## src/rtl/alu_pkg.sv

```systemverilog
// Shared ALU definitions: add/sub opcode encoding and decode helpers.
package alu_pkg;

  typedef enum logic [1:0] {
    ADD     = 2'b00,
    SUB     = 2'b01,
    ADD_SAT = 2'b10,
    SUB_SAT = 2'b11
  } addsub_op_e;

  function automatic logic is_sub(addsub_op_e op);
    return op[0];
  endfunction

  function automatic logic is_sat(addsub_op_e op);
    return op[1];
  endfunction

endpackage

```

## src/rtl/adder_segment.sv

```systemverilog
// One combinational slice of the segmented carry chain.
module adder_segment #(
  parameter int SEG = 8
) (
  input  logic [SEG-1:0] a,
  input  logic [SEG-1:0] b,
  input  logic           cin,
  output logic [SEG-1:0] sum,
  output logic           cout
);

  logic [SEG:0] s;

  assign s    = {1'b0, a} + {1'b0, b} + {{SEG{1'b0}}, cin};
  assign sum  = s[SEG-1:0];
  assign cout = s[SEG];

endmodule

```

## src/rtl/pipelined_add_sub.sv

```systemverilog
// Pipelined add/sub with optional signed saturation; one carry-chain segment per stage,
// valid/ready on both sides with bubble-collapsing flow control.
module pipelined_add_sub
  import alu_pkg::*;
#(
  parameter int BUS    = 32,
  parameter int STAGES = 4,
  parameter int TAG_W  = 5
) (
  input  logic             clk,
  input  logic             reset_n,
  input  logic             in_valid,
  output logic             in_ready,
  input  addsub_op_e       op,
  input  logic [BUS-1:0]   data_a,
  input  logic [BUS-1:0]   data_b,
  input  logic [TAG_W-1:0] tag_in,
  output logic             out_valid,
  input  logic             out_ready,
  output logic [BUS-1:0]   data_res,
  output logic             carry,
  output logic             overflow,
  output logic             zero,
  output logic [TAG_W-1:0] tag_out
);

  localparam int SEG = BUS / STAGES;

  if (STAGES < 1 || STAGES > BUS || (BUS % STAGES) != 0) begin : g_bad_cfg
    $error("pipelined_add_sub: BUS must be a multiple of STAGES (1..BUS)");
  end

  // Element 0 is the issue-side view; element k is stage k's register bank.
  logic [BUS-1:0]   a_s   [STAGES];
  logic [BUS-1:0]   b_s   [STAGES];
  logic [BUS-1:0]   r_s   [STAGES];
  logic             c_s   [STAGES];
  addsub_op_e       op_s  [STAGES];
  logic [TAG_W-1:0] tag_s [STAGES];

  logic [STAGES:1]   vld_pipe, vld_in;
  logic [STAGES+1:1] en;

  assign a_s[0]   = data_a;
  assign b_s[0]   = is_sub(op) ? ~data_b : data_b;
  assign r_s[0]   = '0;
  assign c_s[0]   = is_sub(op);
  assign op_s[0]  = op;
  assign tag_s[0] = tag_in;

  // Ready ripples back from the consumer; an empty stage always accepts.
  always_comb begin
    en            = '0;
    en[STAGES+1]  = out_ready;
    for (int k = STAGES; k >= 1; k--) en[k] = !vld_pipe[k] || en[k+1];
    vld_in        = '0;
    vld_in[1]     = in_valid;
    for (int k = 2; k <= STAGES; k++) vld_in[k] = vld_pipe[k-1];
  end

  always_ff @(posedge clk or negedge reset_n) begin
    if (!reset_n) begin
      vld_pipe <= '0;
    end else begin
      for (int k = 1; k <= STAGES; k++)
        if (en[k]) vld_pipe[k] <= vld_in[k];
    end
  end

  assign in_ready  = en[1];
  assign out_valid = vld_pipe[STAGES];

  for (genvar k = 1; k <= STAGES; k++) begin : g_stg
    logic [SEG-1:0] sum;
    logic           cout;
    logic [BUS-1:0] raw;

    adder_segment #(.SEG(SEG)) u_seg (
      .a    (a_s[k-1][k*SEG-1 -: SEG]),
      .b    (b_s[k-1][k*SEG-1 -: SEG]),
      .cin  (c_s[k-1]),
      .sum  (sum),
      .cout (cout)
    );

    always_comb begin
      raw                  = r_s[k-1];
      raw[k*SEG-1 -: SEG]  = sum;
    end

    if (k < STAGES) begin : g_mid
      always_ff @(posedge clk or negedge reset_n) begin
        if (!reset_n) begin
          a_s[k]   <= '0;
          b_s[k]   <= '0;
          r_s[k]   <= '0;
          c_s[k]   <= 1'b0;
          op_s[k]  <= ADD;
          tag_s[k] <= '0;
        end else if (en[k]) begin
          a_s[k]   <= a_s[k-1];
          b_s[k]   <= b_s[k-1];
          r_s[k]   <= raw;
          c_s[k]   <= cout;
          op_s[k]  <= op_s[k-1];
          tag_s[k] <= tag_s[k-1];
        end
      end
    end else begin : g_fin
      logic           ovf;
      logic [BUS-1:0] res;

      // Saturate toward the sign of A: same-sign operands overflowed away from it.
      always_comb begin
        ovf = (a_s[k-1][BUS-1] == b_s[k-1][BUS-1]) && (raw[BUS-1] != a_s[k-1][BUS-1]);
        res = raw;
        if (is_sat(op_s[k-1]) && ovf)
          res = a_s[k-1][BUS-1] ? {1'b1, {(BUS-1){1'b0}}} : {1'b0, {(BUS-1){1'b1}}};
      end

      always_ff @(posedge clk or negedge reset_n) begin
        if (!reset_n) begin
          data_res <= '0;
          carry    <= 1'b0;
          overflow <= 1'b0;
          zero     <= 1'b0;
          tag_out  <= '0;
        end else if (en[k]) begin
          data_res <= res;
          carry    <= cout;
          overflow <= ovf;
          zero     <= (res == '0);
          tag_out  <= tag_s[k-1];
        end
      end
    end
  end

endmodule

```

## config.mk

```make
export PLATFORM = sky130hd
export DESIGN_NAME = pipelined_add_sub
export DESIGN_NICKNAME = d
export VERILOG_FILES = /design/src/rtl/alu_pkg.sv /design/src/rtl/adder_segment.sv /design/src/rtl/pipelined_add_sub.sv
export SDC_FILE = /design/constraint.sdc
export NUM_CORES = 1
export LEC_CHECK = 0
export ABC_CLOCK_PERIOD_IN_PS = 6600
export CORE_ASPECT_RATIO = 1.1
export CORE_UTILIZATION = 24
export DETAILED_ROUTE_END_ITERATION = 6
export PLACE_DENSITY = 0.46
export SLEW_MARGIN = 30
export SYNTH_ARGS = -nofsm -noshare
export SYNTH_HDL_FRONTEND = slang
export SYNTH_SLANG_ARGS = --single-unit
```

## constraint.sdc

```tcl
create_clock -name clk -period 6.6 [get_ports clk]
set_input_delay 1.65 -clock clk [delete_from_list [all_inputs] [get_ports clk]]
set_output_delay 1.65 -clock clk [all_outputs]
set_load 0.005 [all_outputs]
```

Word-level counts from Yosys, hierarchy flattened:

Cells that the tools add are included.

* input port bits: 75
* flip-flop bits (word level): 308
* logic and storage cells: 52

* add/sub/neg operators: 8
* eq/ne operators: 2
* bitwise logic cells: 1
* muxes and demuxes: 3
* reductions and logical operators: 11

Operators with widths (count)
* 32-bit 2-to-1 mux: 3
* 8-bit by 8-bit adder with 9-bit output: 4
* 9-bit by 1-bit adder with 9-bit output: 4
* 32-bit zero test: 1
* 32-bit inverter: 1
* 1-bit zero test: 4
* 1-bit logical OR: 4
* 1-bit logical AND: 2
* 1-bit equality test: 1
* 1-bit != test: 1

Depth between registers and ports, before layout:

* word-level depth: 7
* depth in mapped cells: 10
* gate-level depth less buffers: 10

Modules after synthesis:

A second synthesis with hierarchy kept.

* cell total of the unflattened synthesis: 871
* area total of the unflattened synthesis: 9636.7 um^2

By module, submodules not included
* pipelined_add_sub: instances 1, cells an instance 710, seq. area each 5230.0 um^2, area an instance 8295.5 um^2
* adder_segment (g_stg[1].u_seg ...): instances 3, cells an instance 40, seq. area each 0.0 um^2, area an instance 331.6 um^2
* adder_segment (g_stg[2].u_seg): instances 1, cells an instance 41, seq. area each 0.0 um^2, area an instance 346.6 um^2

Worst setup path after synthesis:

OpenSTA, ideal clock, no wires.

* path kind: input port to output port
* from: in out_ready
* to: out in_ready
* arrival: 2.713 ns
* stages on the path: 7
* required time: 4.950 ns
* path buffers: 3
* setup slack: 2.237 ns
* cells stage by stage: nor2b_1 clkbuf_1 and3_1 buf_2 and2_1 inv_2 clkbuf_1

* word-level cells in the longest chain between the ends: 4

Ends and longest elaborated chain
* start, declared: line pipelined_add_sub.sv:19 `input logic out_ready,`
* 1-bit logical OR (4 in series): line pipelined_add_sub.sv:55 `for (int k = STAGES; k >= 1; k--) en[k] = !vld_pipe[k] || en[k+1];`
* end, declared: line pipelined_add_sub.sv:13 `output logic in_ready,`

Every way passes these cells.

Worst setup path after layout:

Same ends and word-level chain as after synthesis.

==> impl_metrics.tcl <==
set metrics [dict create \
    grt_max_degree 109 \
    synth_area_leader_cell "dfrtp_1" \
    clk_pin_slew_ns 0.06 \
    cp.arrival_ns 3.25 \
    slew_viol_final 0 \
    area_delta_synth_final_pct 26.07 \
    drive_above_1_share 0.05398 \
    synth.net_count 1161 \
    ant_nets 0 \
    post_cts_resized 0 \
    setup_tns_ns 0 \
    fin_total_pwr_mw 4.461 \
    cts_hold_buf 0 \
    wl_um 23280 \
    synthMuxAreaShare 0.001184 \
    ios 117 \
    synth_area_um2 9508 \
    hold_class "flip-flop to flip-flop" \
    antenna_found_initial 0 \
    rsz0062_at_grt "false" \
    grt_pass1_wl_um 38260 \
    critPathKind "input port to output port" \
    post-route-drc-count 0 \
    ys_seq_area_frac 0.5501 \
    synth-seq-cells 209 \
    crit_fanout 2 \
    cts-root-buf "clkbuf_16" \
    p_leak_nw 5.477 \
    htree_levels 1 \
    fp.dieH_um 210.8 \
    dp_hpwl_um 16250 \
    initial_core_util 0.2433 \
    overflow 0 \
    place_congestion 0.7505 \
    post_cts_buffers 0 \
    finalCritPeriodShare 0.7428 \
    track_usage 0.1187 \
    via_count 6992 \
    synth_xor_area_frac 0.04606 \
    wire_per_inst_um 13.91 \
    critPathLaunchType "input port" \
    synth-compound-area-share 0.1034 \
    fin_nets 1260 \
    finClkSkew_ns 0.01771 \
    cts-buffers-inserted 25 \
    die_x_um 191.8 \
    fin_crit_ns 4.903 \
    core-area_um2 39080 \
    setup_viol 0 \
    initialDrtViolationCount 287 \
    ys.flop_type "dfrtp_1" \
    power_density_nw_per_um2 372.1 \
    first_global_vias 6865 \
    outcome "complete, no violations" \
    tightest_slew_ns 0.8163 \
    clockBufferDepth 3 \
    synth_commonest_cells "nand2_1, dfrtp_1, a21oi_1" \
    cp-end-kind "output port" \
    drtPass1Iterations 6 \
    hold_viol 0 \
    synth_fa_ha_area_frac 0.05159 \
    synth_area_per_cell_um2 9.046 \
    clock_latency_ns 0.53 \
    rows 76 \
    cap_violations 0 \
    synth_top_family_by_area "simple AND/OR/NAND/NOR gates" \
    filler_cell_count 4187 \
    diodes 0 \
    viasPerCell 4.177 \
    synthSimpleGateAreaFrac 0.2141 \
    yosysUniqueCellTypes 49 \
    fmax_ghz 0.2040 \
    numPortBuffers 116 \
    vdd_drop_max_uv 166.1 \
    yosys_warnings 0 \
    crit_required_ns 4.95 \
    synth_cells 1051 \
    rrSetupSlack_ns 3.83 \
    dieArea_um2 40420 \
    yosysMostFrequentCell "nand2_1" \
    cts_tree "built" \
    ys_top_cells_by_area "dfrtp_1, nand2_1, ha_1, xnor2_1, a21oi_1" \
    async_flop_share 1.000 \
    synth_edf_count 0 \
    numClockSinks 209 \
    yosysTopAreaCellShare 0.5501 \
    max-slew-margin-rel 0.4558 \
]
## worst max-delay path: stages
cell and delay [ns]:
clkdlybuf4s50_1 0.53, nor2b_4 0.05, and3_2 0.24, and2_2 0.21, inv_2 0.07, clkdlybuf4s50_1 0.50
## registers in the layout, summed over array words and instances, names as in the netlist
signal     count
overflow       1
vld_pipe       4
b_s           48
tag_s         15
c_s            3
zero           1
tag_out        5
a_s           48
data_res      32
op_s           3
carry          1
g_stg.raw     48
## metal layers
layer / global-route usage / vias up / wire length (um)
li1: - / 3606 / -
met1: 0.1823 / 3238 / 12310
met2: 0.1653 / 118 / 9284
met3: 0.02293 / 30 / 1233
met4: 0.03530 / 0 / 455
met5: 0 / - / 0
## path summary, 6_finish.rpt
kind                       startpoint            to  cells past startpoint
max                         out_ready      in_ready                      6
min                           b_s[55]       b_s[55]                      2
max reg2reg                   a_s[24]  data_res[14]                      8
min reg2reg                   b_s[55]       b_s[55]                      2
max in group asynchronous     reset_n       op_s[1]                      3
min in group asynchronous     reset_n  data_res[30]                      1
## cells in the final DEF, fill, tap and decap left out, drive strengths merged, types with 8 or more instances in the layout
cell type / n
o21ai: 72
dfrtp: 209
inv: 24
nor3: 15
nor2: 21
clkbuf: 37
nand2: 433
o21a: 8
ha: 28
buf: 14
a21oi: 54
clkdlybuf4s50: 114
xor2: 12
xnor2: 38
## metrics by stage
step	cells	setup WS (ns)	hold slack, ns	utilization	cell area [um^2]
6_report	1674	1.697	0.4682	0.3067	11990
5_1_grt	1674	1.647	0.4858	0.3067	11990
4_1_cts	1673	1.680	0.4714	0.3059	11950
3_5_place_dp	1629	1.694	0.4590	0.2856	11160
3_3_place_gp	1628	1.688	0.4528	0.2854	11160
2_1_floorplan	1051	2.237	0.4301	-	9508
## power by group
group | switching [mW] | leakage [nW] | internal, mW
Combinational | 0.644 | 2.59 | 0.615
Clock | 0.535 | 0.387 | 0.793
Sequential | 0.239 | 2.50 | 1.63
Total | 1.42 | 5.48 | 3.04
## final cells by class
class	instances	area, um^2	area share
Tap cell	507	634.4	0.05292
Inverter	22	82.58	0.006889
Clock buffer	37	720.7	0.06013
Timing Repair Buffer	128	1274	0.1063
Clock inverter	7	70.07	0.005846
Sequential cell	209	5230	0.4363
Multi-Input combinational cell	764	3975	0.3316
## cells by family (layout without fill, tap and decap cells)
logic type,count (synthesis),in the layout
AND/OR/NAND/NOR,509,509
flip-flops,209,209
AO/OA/AOI/OAI,169,169
buffers and inverters,78,194
XOR/XNOR,50,50
adder cells (fa/ha/maj),35,35
multiplexers,1,1
(Power assumes the default switching activity.)
